File: src/rtl/spi_burst_seq_if.sv
// Bundle of the command, byte-stream, SPI-controller bus and status signals
// of spi_burst_seq. slave is the sequencer side, master the environment side.
interface spi_burst_seq_if #(
  parameter int CS_LENGTH = 32,
  parameter int LEN_W     = 16
) ();

  logic                 cmd_valid;
  logic                 cmd_ready;
  logic [CS_LENGTH-1:0] cmd_sel;
  logic [LEN_W-1:0]     cmd_len;
  logic                 cmd_tx_en;
  logic                 cmd_rx_en;

  logic                 tx_valid;
  logic                 tx_ready;
  logic [7:0]           tx_data;

  logic                 rx_valid;
  logic                 rx_ready;
  logic [7:0]           rx_data;

  logic                 spi_wr;
  logic                 spi_rd;
  logic [7:0]           spi_addr;
  logic [31:0]          spi_wdat;
  logic [31:0]          spi_rdat;
  logic                 spi_done;

  logic                 busy;
  logic                 cmd_done;

  modport slave (
    input  cmd_valid, cmd_sel, cmd_len, cmd_tx_en, cmd_rx_en,
    input  tx_valid, tx_data, rx_ready, spi_rdat, spi_done,
    output cmd_ready, tx_ready, rx_valid, rx_data,
    output spi_wr, spi_rd, spi_addr, spi_wdat, busy, cmd_done
  );

  modport master (
    output cmd_valid, cmd_sel, cmd_len, cmd_tx_en, cmd_rx_en,
    output tx_valid, tx_data, rx_ready, spi_rdat, spi_done,
    input  cmd_ready, tx_ready, rx_valid, rx_data,
    input  spi_wr, spi_rd, spi_addr, spi_wdat, busy, cmd_done
  );

endinterface

File: src/rtl/spi_burst_seq.sv
// Burst sequencer: selects devices, shifts a counted run of bytes through an
// SPI controller's register bus, then deselects. CS_LENGTH must be <= 32.
module spi_burst_seq #(
  parameter int CS_LENGTH = 32,
  parameter int LEN_W     = 16
) (
  input  logic           clk,
  input  logic           reset,
  spi_burst_seq_if.slave bus
);

  typedef enum logic [2:0] {
    IDLE, CS_ON, GET_TX, XFER, READ, PUSH_RX, CS_OFF, FIN
  } state_e;

  localparam logic [7:0] ADDR_CS   = 8'h04;
  localparam logic [7:0] ADDR_DATA = 8'h08;

  state_e               state_q, state_d;
  logic [LEN_W-1:0]     count_q, count_d;
  logic [CS_LENGTH-1:0] sel_q, sel_d;
  logic                 tx_en_q, tx_en_d;
  logic                 rx_en_q, rx_en_d;
  logic [7:0]           byte_q, byte_d;
  logic [7:0]           rx_data_q, rx_data_d;
  logic                 wr_q, wr_d;
  logic                 rd_q, rd_d;
  logic [7:0]           addr_q, addr_d;
  logic [31:0]          wdat_q, wdat_d;

  logic                 req_wr, req_rd;
  logic [7:0]           req_addr;
  logic [31:0]          req_wdat;
  logic                 acc_done;
  logic [31:0]          cs_on_word, cs_off_word;
  logic [LEN_W-1:0]     count_dec;

  always_comb begin
    // NOTE: every signal gets its default first so no path can infer a latch.
    state_d   = state_q;
    count_d   = count_q;
    sel_d     = sel_q;
    tx_en_d   = tx_en_q;
    rx_en_d   = rx_en_q;
    byte_d    = byte_q;
    rx_data_d = rx_data_q;
    wr_d      = wr_q;
    rd_d      = rd_q;
    addr_d    = addr_q;
    wdat_d    = wdat_q;
    req_wr    = 1'b0;
    req_rd    = 1'b0;
    req_addr  = ADDR_CS;
    req_wdat  = '0;
    acc_done  = 1'b0;

    cs_on_word                  = '0;
    cs_on_word[CS_LENGTH-1:0]   = ~sel_q;
    cs_off_word                 = '0;
    cs_off_word[CS_LENGTH-1:0]  = '1;
    count_dec = (count_q != '0) ? count_q - LEN_W'(1) : count_q;

    case (state_q)
      CS_ON:   begin req_wr = 1'b1; req_addr = ADDR_CS;   req_wdat = cs_on_word;     end
      XFER:    begin req_wr = 1'b1; req_addr = ADDR_DATA; req_wdat = {24'h0, byte_q}; end
      READ:    begin req_rd = 1'b1; req_addr = ADDR_DATA;                            end
      CS_OFF:  begin req_wr = 1'b1; req_addr = ADDR_CS;   req_wdat = cs_off_word;    end
      default: ;
    endcase

    // A bus state first spends one cycle with the strobes low (the mandatory
    // gap), then raises its request and holds it until the controller answers.
    if (req_wr || req_rd) begin
      if (!(wr_q || rd_q)) begin
        wr_d   = req_wr;
        rd_d   = req_rd;
        addr_d = req_addr;
        wdat_d = req_wdat;
      end else if (bus.spi_done) begin
        wr_d     = 1'b0;
        rd_d     = 1'b0;
        acc_done = 1'b1;
      end
    end

    case (state_q)
      IDLE: begin
        if (bus.cmd_valid) begin
          sel_d   = bus.cmd_sel;
          count_d = bus.cmd_len;
          tx_en_d = bus.cmd_tx_en;
          rx_en_d = bus.cmd_rx_en;
          state_d = CS_ON;
        end
      end
      CS_ON: begin
        if (acc_done) state_d = (count_q != '0) ? GET_TX : CS_OFF;
      end
      GET_TX: begin
        if (!tx_en_q) begin
          byte_d  = 8'hFF;
          state_d = XFER;
        end else if (bus.tx_valid) begin
          byte_d  = bus.tx_data;
          state_d = XFER;
        end
      end
      XFER: begin
        if (acc_done) begin
          if (rx_en_q) begin
            state_d = READ;
          end else begin
            count_d = count_dec;
            state_d = (count_dec != '0) ? GET_TX : CS_OFF;
          end
        end
      end
      READ: begin
        if (acc_done) begin
          rx_data_d = bus.spi_rdat[7:0];
          state_d   = PUSH_RX;
        end
      end
      PUSH_RX: begin
        if (bus.rx_ready) begin
          count_d = count_dec;
          state_d = (count_dec != '0) ? GET_TX : CS_OFF;
        end
      end
      CS_OFF: begin
        if (acc_done) state_d = FIN;
      end
      FIN:     state_d = IDLE;
      default: state_d = IDLE;
    endcase
  end

  // NOTE: sequential state uses non-blocking assignments so every register
  // samples the pre-edge values regardless of statement order.
  always_ff @(posedge clk) begin
    if (reset) begin
      state_q   <= IDLE;
      count_q   <= '0;
      sel_q     <= '0;
      tx_en_q   <= 1'b0;
      rx_en_q   <= 1'b0;
      byte_q    <= '0;
      rx_data_q <= '0;
      wr_q      <= 1'b0;
      rd_q      <= 1'b0;
      addr_q    <= '0;
      wdat_q    <= '0;
    end else begin
      state_q   <= state_d;
      count_q   <= count_d;
      sel_q     <= sel_d;
      tx_en_q   <= tx_en_d;
      rx_en_q   <= rx_en_d;
      byte_q    <= byte_d;
      rx_data_q <= rx_data_d;
      wr_q      <= wr_d;
      rd_q      <= rd_d;
      addr_q    <= addr_d;
      wdat_q    <= wdat_d;
    end
  end

  assign bus.cmd_ready = (state_q == IDLE) && !reset;
  assign bus.tx_ready  = (state_q == GET_TX) && tx_en_q;
  assign bus.rx_valid  = (state_q == PUSH_RX);
  assign bus.rx_data   = rx_data_q;
  assign bus.spi_wr    = wr_q;
  assign bus.spi_rd    = rd_q;
  assign bus.spi_addr  = addr_q;
  assign bus.spi_wdat  = wdat_q;
  assign bus.busy      = (state_q != IDLE);
  assign bus.cmd_done  = (state_q == FIN);

endmodule

File: src/flat_wrapper.sv
// flat-port wrapper written by rule: the top's interface ports become plain ports
module spi_burst_seq_flat 
#(
  parameter int CS_LENGTH = 32,
  parameter int LEN_W     = 16
)
  (clk, reset, bus_cmd_valid, bus_cmd_sel, bus_cmd_len, bus_cmd_tx_en, bus_cmd_rx_en, bus_tx_valid, bus_tx_data, bus_rx_ready, bus_spi_rdat, bus_spi_done, bus_cmd_ready, bus_tx_ready, bus_rx_valid, bus_rx_data, bus_spi_wr, bus_spi_rd, bus_spi_addr, bus_spi_wdat, bus_busy, bus_cmd_done);
  spi_burst_seq_if #(.CS_LENGTH(CS_LENGTH), .LEN_W(LEN_W)) bus_i ();
  input  logic clk;
  input  logic reset;
  input wire logic [$bits(bus_i.cmd_valid)-1:0] bus_cmd_valid;
  input wire logic [$bits(bus_i.cmd_sel)-1:0] bus_cmd_sel;
  input wire logic [$bits(bus_i.cmd_len)-1:0] bus_cmd_len;
  input wire logic [$bits(bus_i.cmd_tx_en)-1:0] bus_cmd_tx_en;
  input wire logic [$bits(bus_i.cmd_rx_en)-1:0] bus_cmd_rx_en;
  input wire logic [$bits(bus_i.tx_valid)-1:0] bus_tx_valid;
  input wire logic [$bits(bus_i.tx_data)-1:0] bus_tx_data;
  input wire logic [$bits(bus_i.rx_ready)-1:0] bus_rx_ready;
  input wire logic [$bits(bus_i.spi_rdat)-1:0] bus_spi_rdat;
  input wire logic [$bits(bus_i.spi_done)-1:0] bus_spi_done;
  output wire logic [$bits(bus_i.cmd_ready)-1:0] bus_cmd_ready;
  output wire logic [$bits(bus_i.tx_ready)-1:0] bus_tx_ready;
  output wire logic [$bits(bus_i.rx_valid)-1:0] bus_rx_valid;
  output wire logic [$bits(bus_i.rx_data)-1:0] bus_rx_data;
  output wire logic [$bits(bus_i.spi_wr)-1:0] bus_spi_wr;
  output wire logic [$bits(bus_i.spi_rd)-1:0] bus_spi_rd;
  output wire logic [$bits(bus_i.spi_addr)-1:0] bus_spi_addr;
  output wire logic [$bits(bus_i.spi_wdat)-1:0] bus_spi_wdat;
  output wire logic [$bits(bus_i.busy)-1:0] bus_busy;
  output wire logic [$bits(bus_i.cmd_done)-1:0] bus_cmd_done;
  assign bus_i.cmd_valid = bus_cmd_valid;
  assign bus_i.cmd_sel = bus_cmd_sel;
  assign bus_i.cmd_len = bus_cmd_len;
  assign bus_i.cmd_tx_en = bus_cmd_tx_en;
  assign bus_i.cmd_rx_en = bus_cmd_rx_en;
  assign bus_i.tx_valid = bus_tx_valid;
  assign bus_i.tx_data = bus_tx_data;
  assign bus_i.rx_ready = bus_rx_ready;
  assign bus_i.spi_rdat = bus_spi_rdat;
  assign bus_i.spi_done = bus_spi_done;
  assign bus_cmd_ready = bus_i.cmd_ready;
  assign bus_tx_ready = bus_i.tx_ready;
  assign bus_rx_valid = bus_i.rx_valid;
  assign bus_rx_data = bus_i.rx_data;
  assign bus_spi_wr = bus_i.spi_wr;
  assign bus_spi_rd = bus_i.spi_rd;
  assign bus_spi_addr = bus_i.spi_addr;
  assign bus_spi_wdat = bus_i.spi_wdat;
  assign bus_busy = bus_i.busy;
  assign bus_cmd_done = bus_i.cmd_done;
  spi_burst_seq #(.CS_LENGTH(CS_LENGTH), .LEN_W(LEN_W)) u_core (.clk(clk), .reset(reset), .bus(bus_i));
endmodule
File: config.mk
export PLATFORM = sky130hd
export DESIGN_NAME = spi_burst_seq_flat
export DESIGN_NICKNAME = d
export VERILOG_FILES = /design/src/rtl/spi_burst_seq_if.sv /design/src/rtl/spi_burst_seq.sv /design/src/flat_wrapper.sv
export SDC_FILE = /design/constraint.sdc
export NUM_CORES = 1
export LEC_CHECK = 0
export CAP_MARGIN = 20
export CORE_ASPECT_RATIO = 0.5
export CORE_MARGIN = 8
export CORE_UTILIZATION = 45
export CTS_BUF_LIST = sky130_fd_sc_hd__clkbuf_2 sky130_fd_sc_hd__clkbuf_4 sky130_fd_sc_hd__clkbuf_8
export DETAILED_ROUTE_END_ITERATION = 6
export DONT_BUFFER_PORTS = 1
export PLACE_DENSITY_LB_ADDON = 0.2
export REMOVE_ABC_BUFFERS = 1
export SYNTH_ARGS = -nofsm -noshare
export SYNTH_HDL_FRONTEND = slang
export SYNTH_SLANG_ARGS = --single-unit
File: constraint.sdc
create_clock -name clk -period 2.5 [get_ports clk]
set_input_delay 0.125 -clock clk [delete_from_list [all_inputs] [get_ports clk]]
set_output_delay 0.125 -clock clk [all_outputs]
set_load 0.005 [all_outputs]
==> flow_summary.yaml, run 1 <==
outcome:
  run_status: "completed"
logic_synthesis:
  synth-seq-area-share_pct: 42.2
  syn-instance-count: 615
  syn_avg_cell_area_um2: 8.10
  ys_dominant_reg_cell: "sky130_fd_sc_hd__dfxtp_1"
  syn-cell-area_mm2: 0.00498
  number_of_storage_elements_in_the_synthesis_netlist: 105
  yosys.cell_types.count: 65
  ys_warn_count: 0
  synth_edf_count: 0
  synthArstFlopShare_pct: 0
worst_setup_path:
  ff_to_ff_end: "u_core.state_q[2]"
  worst_r2r_path_depth: 8
  slowest_stage: "sky130_fd_sc_hd__or4_4"
  cp_max_fo: 6
  timing.critical_path.required_ns: 2.79
  critical-path-max-stage-delay_ns: 0.54
  setup.worst_path.start: "u_core.count_q[1]"
  reg2reg_from: "u_core.count_q[1]"
  worst_setup_path_start_kind: "flip-flop"
  worst_path_cell_trace: "inv_1 -> ha_1 -> or4b_4 -> or4_4 -> nor2_8 -> a32o_1 -> nand4b_1 -> o31ai_2"
  rrSetupSlack_ns: 0.14
  worst_setup_path_endpoint: "u_core.state_q[2]"
  critPathKind: "reg2reg"
  arrival_ns: 2.65
  cp-end-kind: "flip-flop"
cts:
  tritoncts: "built"
  max_h_tree_level: 3
  clk_path_buf_depth: 2
  cts_buffers: 9
  root_buffer: "sky130_fd_sc_hd__clkbuf_8"
  worst_skew_pair.late_latency_ns: 0.38
  clock_sinks: 105
  cts.reportedPaths.clkPinSlew_ns: 0.10
global_route:
  grt_pass1_wl_um: 22600
  grt.total_usage_pct: 18.4
  number_of_global_route_vias_before_repair: 4344
  grt-ovfl-total: 0
  grt_max_degree: 81
  antenna_found_initial: 0
place:
  place_hpwl_um: 8700
  port_buffers: 0
  finalWeightedCongestion: 0.856
  dpl.cell_count: 739
  placed_cell_area_mm2: 0.00516
routing:
  ant_nets_after_route: 0
  drt-wirelength-per-cell_um: 17.0
  wl_met3_um: 814
  wl_met1_um: 6200
  drt_pre_antenna_iters: 5
  drt-vias-per-instance: 5.53
  drt-total-wl_um: 13900
  vias: 4515
  metal2_wl_um: 6780
  route.detailed.drc: 0
  highest_layer: "met4"
  drt-initial-drc-count: 316
sta:
  worst_clock_skew_ns: 0.0125
  final_min_period_over_clock_period_pct: 94.3
  maxClockFrequency_mhz: 424
  final.hold.worst_slack_ns: 0.0265
  fin_crit_ns: 2.36
  report.final.hold_viol_count: 0
  setup_violations: 0
  maxSlewHeadroom_pct: 31.5
  worst_margin_pin_slew_ns: 1.03
  drv_slew: 0
die:
  pin_count: 151
  starting_density_pct: 45.8
  die_area_mm2: 0.0149
  fp.dieH_um: 90.4
  core_area_mm2: 0.0109
  fp-row-count: 27
  fp.dieW_um: 165
final_layout:
  layout-drive-gt1-share_pct: 10.1
  design_area_mm2: 0.00597
  final_cell_count_no_fill: 816
  final.fill_count: 1026
  fin_nets: 763
  final_util_pct: 54.9
  antenna_cells: 0
  syn_to_final_growth_pct: 19.9
power_and_ir_drop:
  vdd.ir_drop.worst_v: 0.000322
  power_density_mw_per_mm2: 719
  report.power.total_uw: 4290
  leakagePower_uw: 0.00257
run:
  maxCapViolCount: 0
min_path:
  worst_hold_path_type: "in2reg"
critical path, delay by kind of cell, from the launching register on:
family / cells / cell delay [ns]
simple gates: 4 / 1.35
flops: 1 / 0.33
buf+inv: 1 / 0.09
fa+ha+maj: 1 / 0.18
compound gates: 2 / 0.34
sequential cells by signal, indices dropped and copies added (netlist names):
name and cells:
u_core.count_q 16, u_core.state_q 3, u_core.sel_q 32, u_core.bus.rx_data 8, u_core.bus.spi_wdat 32, u_core.byte_q 8
u_core.bus.spi_addr 2, u_core.bus.spi_rd 1, u_core.tx_en_q 1, u_core.rx_en_q 1, u_core.bus.spi_wr 1
cells in the final DEF (no fill, tap or decap), drive strengths merged, types with 4 or more instances in the layout:
master       Yosys  routed
a211oi           4       4
a21oi           63      63
a22oi           17      17
a311oi           9       9
buf             11      35
clkbuf          46       9
clkinv           0       4
conb             1       6
dfxtp          105     105
dlygate4sd3      0      57
inv             15      18
mux2i           11      11
nand2           96      96
nand2b           7       7
nor2            61      61
nor2b            4       4
nor3             9       9
nor4             6       6
o211a           25      25
o21a             4       4
o21ai           54      54
o31ai           10      10
or3              7       7
metal layers:
metal  up-vias  GRT usage [%]
li1       2264              -
met1      2130           23.3
met2       114           31.0
met3         7           4.64
met4         0           3.80
met5         -              0
how the worst min path moves through the flow:
stage	startpoint	slack [ns]	cells after the start	end
after floorplan	reset	0.19	1	u_core.count_q[7]
after global placement	reset	0.20	1	u_core.sel_q[30]
after detailed placement	reset	0.21	1	u_core.sel_q[29]
after CTS	bus_cmd_len[3]	0.004	4	u_core.count_q[3]
after global routing	bus_cmd_len[3]	0.04	4	u_core.count_q[3]
final	bus_cmd_len[3]	0.03	4	u_core.count_q[3]
synthesized netlist by cell type (3+ instances only):
library cell,instances,area [um2]
sky130_fd_sc_hd__clkbuf_1,45,169
sky130_fd_sc_hd__nor2b_1,4,25.0
sky130_fd_sc_hd__o21ai_1,5,25.0
sky130_fd_sc_hd__dfxtp_1,105,2100
sky130_fd_sc_hd__a311oi_1,9,78.8
sky130_fd_sc_hd__o211a_1,25,250
sky130_fd_sc_hd__o22ai_1,3,18.8
sky130_fd_sc_hd__mux2i_1,11,110
sky130_fd_sc_hd__or3_1,7,43.8
sky130_fd_sc_hd__a22oi_1,17,128
sky130_fd_sc_hd__inv_1,15,56.3
sky130_fd_sc_hd__a22o_1,3,26.3
sky130_fd_sc_hd__nand2b_1,6,37.5
sky130_fd_sc_hd__nor3_1,8,40.0
sky130_fd_sc_hd__nor4_1,5,31.3
sky130_fd_sc_hd__o21a_1,4,30.0
sky130_fd_sc_hd__o21ai_0,49,245
sky130_fd_sc_hd__o41ai_1,3,26.3
sky130_fd_sc_hd__o31ai_1,8,60.1
sky130_fd_sc_hd__a221oi_1,3,26.3
sky130_fd_sc_hd__and2_1,3,18.8
sky130_fd_sc_hd__buf_4,6,45.0
sky130_fd_sc_hd__nand2_1,96,360
sky130_fd_sc_hd__a211oi_1,3,22.5
sky130_fd_sc_hd__a21o_1,3,22.5
sky130_fd_sc_hd__nor2_1,60,225
sky130_fd_sc_hd__a21oi_1,61,305
cell type report:
type                       instances  area [um2]  area share, %
tap                              145         181           3.04
sequential                       105        2100           35.2
clock buffer                       9         124           2.08
clock inverter                     7        61.3           1.03
inverter                          15        56.3          0.943
timing repair buffer              92         853           14.3
multi-input combinational        443        2590           43.4
metrics by stage:
| stage | setup TNS [ns] | setup slack (ns) |
|---|---|---|
| CTS | 0 | 0.0289 |
| global placement | 0 | 0.106 |
| finish | 0 | 0.143 |
| global route | -0.0647 | -0.0647 |
| detailed placement | 0 | 0.0783 |
| floorplan | -0.749 | -0.134 |
logic make-up (layout without fill, tap and decap cells):
kind of cell	Yosys count	after routing	share of synthesized area (%)
AOI/OAI and AO/OA	211	211	28.4
and+or+nand+nor	211	211	20.0
DFF	105	105	42.2
buffers and inverters	72	123	6.23
muxes	11	11	2.21
xor gates and xnor gates	3	3	0.528
adders and majority gates	1	1	0.251
other	1	6	0.0753
what timing repair did:
action / CTS / global route
hold buffers: 58 / 0
endpoints found under the hold margin: 80 / 0
setup endpoints to repair: 0 / 5
resized for setup: 0 / 1
setup buffers: 0 / 3
where the power goes:
group	internal, uW	switching (uW)
sequential	1860	167
clock	384	634
combinational	533	711
Note: power is estimated with default switching activity, not from simulation.
==> run 2, diff against run 1 <==
ABC_AREA = 1   (was unset)
==> flow_summary.yaml, run 2 <==
global_route:
  grt.total_usage_pct: 18.3
  grt-ovfl-total: 0
  number_of_global_route_vias_before_repair: 4270
  grt_max_degree: 47
  grt_pass1_wl_um: 21500
  antenna_found_initial: 0
sta:
  maxSlewHeadroom_pct: 27.1
  drv_slew: 0
  final_min_period_over_clock_period_pct: 88.5
  worst_clock_skew_ns: 0.0131
  fin_crit_ns: 2.21
  worst_margin_pin_slew_ns: 1.09
  final_critical_path_setup_slack_ns: 0.286
  setup_violations: 0
  report.final.hold_viol_count: 0
  grt_setup_unrepaired: "no"
  maxClockFrequency_mhz: 452
logic_synthesis:
  synthXorXnorAreaFrac_pct: 0.722
  synth-compound-area-share_pct: 26.2
  synth-seq-area-share_pct: 43.3
  ys_dominant_reg_cell: "sky130_fd_sc_hd__dfxtp_1"
  syn-cell-area_mm2: 0.00485
  yosys.cell_types.count: 38
  synth_top_cells_by_area: "sky130_fd_sc_hd__dfxtp_1 (43%), sky130_fd_sc_hd__a21oi_1 (11%), sky130_fd_sc_hd__o21ai_0 (9.0%)"
  synthArstFlopShare_pct: 0
  syn_avg_cell_area_um2: 7.23
  synth_edf_count: 0
  yosysTopAreaCell: "sky130_fd_sc_hd__dfxtp_1"
  post_synth_mux_area_share_pct: 0
  synth_largest_type_area_fraction_pct: 43.3
  synthAdderAreaFrac_pct: 0.258
  synth-simple-area-share_pct: 18.3
  number_of_storage_elements_in_the_synthesis_netlist: 105
  yosysMostFrequentCell: "sky130_fd_sc_hd__a21oi_1"
  syn-instance-count: 671
  ys_warn_count: 0
  synth_top_family_by_area: "compound AO/OA/AOI/OAI gates"
  synth.top_cells.by_count: "sky130_fd_sc_hd__a21oi_1 (109), sky130_fd_sc_hd__dfxtp_1 (105), sky130_fd_sc_hd__nand2_1 (90), sky130_fd_sc_hd__o21ai_0 (87), sky130_fd_sc_hd__inv_1 (74)"
worst_setup_path:
  worst_path_cell_trace: "nand2_2 -> nor2_2 -> inv_2 -> nand2_2 -> inv_2 -> nand2_1 -> nand2_2 -> nor2_8 -> inv_2 -> a21oi_1 -> a21oi_2"
  arrival_ns: 2.49
  cp-end-kind: "flip-flop"
  slowest_stage: "sky130_fd_sc_hd__dfxtp_1"
  worst_setup_path_start_kind: "flip-flop"
  reg2reg_from: "u_core.state_q[1]"
  cp_max_fo: 26
  setup.worst_path.start: "u_core.state_q[1]"
  critical-path-max-stage-delay_ns: 0.46
  critPathKind: "reg2reg"
  timing.critical_path.required_ns: 2.78
place:
  dpl.cell_count: 781
  detailedPlace.worstSlack_ns: 0.288
  finalWeightedCongestion: 0.877
  port_buffers: 0
  placed_cell_area_mm2: 0.00492
  place_hpwl_um: 8620
cts:
  cts.reportedPaths.clkPinSlew_ns: 0.10
  cts_buffers: 9
  tritoncts: "built"
  clock_sinks: 105
  post-cts-setup-buffer-count: 0
  root_buffer: "sky130_fd_sc_hd__clkbuf_8"
  cts.repair.resized: 0
  clk_path_buf_depth: 2
  max_h_tree_level: 3
  worst_skew_pair.late_latency_ns: 0.39
routing:
  drt-total-wl_um: 13200
  drt_pre_antenna_iters: 4
  vias: 4508
  drt-initial-drc-count: 257
  drt-vias-per-instance: 5.18
  drt-wirelength-per-cell_um: 15.2
  route.detailed.drc: 0
  ant_nets_after_route: 0
power_and_ir_drop:
  leakagePower_uw: 0.00231
  cellInternalPower_uw: 3690
  vdd.ir_drop.worst_v: 0.000544
  power.share.clock_pct: 15.3
  power_frac_seq_pct: 39.1
  share_comb_of_total_power_pct: 45.6
  power_switching_uw: 3040
  report.power.total_uw: 6730
  power.switching_fraction_pct: 45.2
  power_density_mw_per_mm2: 1150
final_layout:
  final_util_pct: 56.7
  fin_nets: 822
  final_cell_count_no_fill: 870
  design_area_mm2: 0.00586
  syn_to_final_growth_pct: 20.8
  antenna_cells: 0
  layout.cells.most_common_list: "sky130_fd_sc_hd__a21oi_1 (109), sky130_fd_sc_hd__dfxtp_1 (105), sky130_fd_sc_hd__nand2_1 (89), sky130_fd_sc_hd__o21ai_0 (87), sky130_fd_sc_hd__inv_1 (73)"
  final_common_cell: "sky130_fd_sc_hd__a21oi_1"
  layout-drive-gt1-share_pct: 8.22
die:
  starting_density_pct: 46.9
  fp.dieH_um: 89.4
  fp.dieW_um: 163
  core_area_mm2: 0.0103
  die_area_mm2: 0.0146
  pin_count: 151
  fp-row-count: 26
outcome:
  run_status: "completed"
min_path:
  worst_hold_path_type: "in2reg"
  hold_path.startpoint: "bus_cmd_len[12]"
run:
  maxCapViolCount: 0
run 2: layer usage:
metal | vias up | global-route usage [%] | routed length [um]
met4 | 0 | 4.63 | 103
met5 | - | 0 | 0
met2 | 120 | 31.2 | 6170
li1 | 2325 | - | -
met1 | 2052 | 22.1 | 5990
met3 | 11 | 6.25 | 922
run 2: power groups by stage:
stage	clock, uW	sequential, uW	combinational, uW
after floorplan	0	2550	2220
after global placement	0	2670	2870
after detailed placement	0	2670	2920
after CTS	1070	2640	3070
after global routing	1140	2710	3520
final	1030	2630	3070
run 2: worst paths after layout:
check                            end  slack, ns  cells past startpoint
setup / recovery   u_core.count_q[8]       0.29                     11
setup reg to reg   u_core.count_q[8]       0.29                     11
hold / removal    u_core.count_q[12]       0.03                      4
hold reg to reg     u_core.sel_q[13]       0.46                      2
run 2: layout make-up:
| class | count | area (um2) |
|---|---|---|
| Clock buffer | 10 | 131 |
| Fill cell | 985 | 4480 |
| Clock inverter | 6 | 62.6 |
| Timing Repair Buffer | 83 | 836 |
| Sequential cell | 105 | 2100 |
| Tap cell | 140 | 175 |
| Inverter | 83 | 312 |
| Multi-Input combinational cell | 443 | 2240 |
run 2: metrics by stage:
| stage | TNS [ns] | hold slack (ns) |
|---|---|---|
| global route | 0 | 0.0418 |
| CTS | 0 | 0.0202 |
| floorplan | -8.44 | 0.194 |
| finish | 0 | 0.0330 |
| global placement | 0 | 0.203 |
| detailed placement | 0 | 0.206 |
run 2: logic make-up (layout without fill, tap and decap cells):
family	after synthesis	count (layout)
AO/OA/AOI/OAI	234	234
XOR/XNOR	4	4
adder cells (fa/ha/maj)	1	1
buffers and inverters	128	182
flip-flops	105	105
other	1	6
AND/OR/NAND/NOR	198	198
run 2: what timing repair did:
item                                    in CTS  in global routing
endpoints found under the hold margin       73                  0
hold buffers                                72                  0
endpoints found under the setup margin       0                  0
run 2: critical path: cells and delay by family, from the launching register on:
kind,cells,cell delay [ns]
AND/OR/NAND/NOR,6,0.98
AO/OA/AOI/OAI,2,0.24
flip-flops,1,0.46
buffers and inverters,3,0.43
==> run 3, diff against run 2 <==
clock period = 2.7 ns   (was 2.5 ns; I/O delays follow)
==> flow_summary.yaml, run 3 (synthesized netlist as in run 2, its figures left out) <==
sta:
  fin_crit_ns: 2.38
  maxSlewHeadroom_pct: 28.3
  grt_setup_unrepaired: "no"
  setup_violations: 0
  worst_clock_skew_ns: 0.00877
  worst_margin_pin_slew_ns: 1.07
  drv_slew: 0
  maxClockFrequency_mhz: 420
  final_min_period_over_clock_period_pct: 88.3
  final_critical_path_setup_slack_ns: 0.316
  report.final.hold_viol_count: 0
cts:
  cts.reportedPaths.clkPinSlew_ns: 0.11
  worst_skew_pair.late_latency_ns: 0.37
  tritoncts: "built"
  post-cts-setup-buffer-count: 0
  clock_sinks: 105
  max_h_tree_level: 3
  clk_path_buf_depth: 2
  root_buffer: "sky130_fd_sc_hd__clkbuf_8"
  cts_buffers: 9
place:
  port_buffers: 0
  placed_cell_area_mm2: 0.00492
  place_hpwl_um: 8650
  detailedPlace.worstSlack_ns: 0.530
  finalWeightedCongestion: 0.831
worst_setup_path:
  cp_max_fo: 10
  cp-end-kind: "flip-flop"
  worst_setup_path_start_kind: "flip-flop"
  critPathKind: "reg2reg"
  arrival_ns: 2.69
  timing.critical_path.required_ns: 3.01
final_layout:
  layout.cells.most_common_list: "sky130_fd_sc_hd__a21oi_1 (109), sky130_fd_sc_hd__dfxtp_1 (105), sky130_fd_sc_hd__nand2_1 (89), sky130_fd_sc_hd__o21ai_0 (87), sky130_fd_sc_hd__inv_1 (73)"
  final.fill_count: 986
  syn_to_final_growth_pct: 20.7
  antenna_cells: 0
  design_area_mm2: 0.00586
  fin_nets: 819
  final_common_cell: "sky130_fd_sc_hd__a21oi_1"
  layout-drive-gt1-share_pct: 8.25
global_route:
  grt.total_usage_pct: 18.0
  number_of_global_route_vias_before_repair: 4120
  antenna_found_initial: 0
  grt_pass1_wl_um: 21200
  grt_max_degree: 57
  grt-ovfl-total: 0
die:
  core_area_mm2: 0.0103
  pin_count: 151
  starting_density_pct: 46.9
  die_area_mm2: 0.0146
  fp-row-count: 26
  fp.dieW_um: 163
  fp.dieH_um: 89.4
power_and_ir_drop:
  leakagePower_uw: 0.00231
  vdd.ir_drop.worst_v: 0.000472
  power_density_mw_per_mm2: 1080
  power.switching_fraction_pct: 44.3
  cellInternalPower_uw: 3540
  power_switching_uw: 2810
  power_frac_seq_pct: 38.4
  share_comb_of_total_power_pct: 45.0
  power.share.clock_pct: 16.6
routing:
  drt_pre_antenna_iters: 4
  drt-vias-per-instance: 5.17
  vias: 4482
  ant_nets_after_route: 0
  route.detailed.drc: 0
  drt-total-wl_um: 13200
  drt-wirelength-per-cell_um: 15.2
  drt-initial-drc-count: 333
min_path:
  worst_hold_path_type: "in2reg"
outcome:
  run_status: "completed"
run:
  maxCapViolCount: 0
-- run 3: cell count changes in the layout (fill, tap and decap cells not counted) --
cell	delta
sky130_fd_sc_hd__clkinv_4	-3
sky130_fd_sc_hd__inv_8	-1
sky130_fd_sc_hd__dlygate4sd3_1	-3
sky130_fd_sc_hd__bufinv_16	+1
sky130_fd_sc_hd__inv_6	+3
sky130_fd_sc_hd__clkbuf_4	-1
sky130_fd_sc_hd__clkbuf_8	+1
-- run 3: power groups by stage --
stage               clock network (uW)  logic (uW)  registers [uW]
finish                            1050        2860            2440
global placement                     0        2690            2470
floorplan                            0        2050            2360
detailed placement                   0        2720            2480
global route                      1160        3270            2510
CTS                               1100        2860            2450
-- run 3: layer usage --
layer,global-route usage [%],vias up,share of wire [%]
met3,5.10,14,5.6
met2,31.1,99,49
met4,4.30,0,0.97
li1,-,2324,-
met5,0,-,0
met1,22.1,2045,45
-- run 3: worst max-delay path: stages, from the launching register on --
cell	delay (ns)
sky130_fd_sc_hd__dfxtp_1	0.38
sky130_fd_sc_hd__nor2_1	0.15
sky130_fd_sc_hd__inv_1	0.07
sky130_fd_sc_hd__nor2_1	0.15
sky130_fd_sc_hd__buf_4	0.21
sky130_fd_sc_hd__nand3_1	0.07
sky130_fd_sc_hd__dlygate4sd3_1	0.57
sky130_fd_sc_hd__a21oi_1	0.17
sky130_fd_sc_hd__dlygate4sd3_1	0.56
-- run 3: stage by stage --
stage               std cells  TNS [ns]  util, %  power (uW)  hold slack, ns
floorplan                 631     -4.17        -        4410           0.204
global placement          781         0     47.6        5160           0.212
detailed placement        781         0     47.6        5200           0.215
CTS                       866         0     56.3        6410         0.00675
global route              867         0     56.6        6930          0.0112
finish                    867         0     56.6        6350          0.0197
-- run 3: timing repair --
item	4_1_cts	5_1_grt
gates resized for setup	0	0
hold buffers	69	0
hold endpoints to repair	69	0
-- run 3: path summary, 6_finish.rpt --
| check | startpoint | endpoint | slack, ns | cells after the start |
|---|---|---|---|---|
| setup reg to reg | u_core.state_q[0] | u_core.sel_q[6] | 0.32 | 8 |
| setup / recovery | u_core.state_q[0] | u_core.sel_q[6] | 0.32 | 8 |
| hold / removal | bus_tx_data[0] | u_core.byte_q[0] | 0.02 | 2 |
| hold reg to reg | u_core.sel_q[12] | u_core.sel_q[12] | 0.46 | 2 |
-- run 3: final cells by class --
type,instances,area [um2],share of cell area (%)
flip-flops and latches,105,2100,35.9
clock buffers,10,138,2.35
repair buffers,80,806,13.8
clock inverters,6,81.3,1.39
multi-input cells,443,2240,38.3
well taps,140,175,2.99
inverters,83,312,5.32
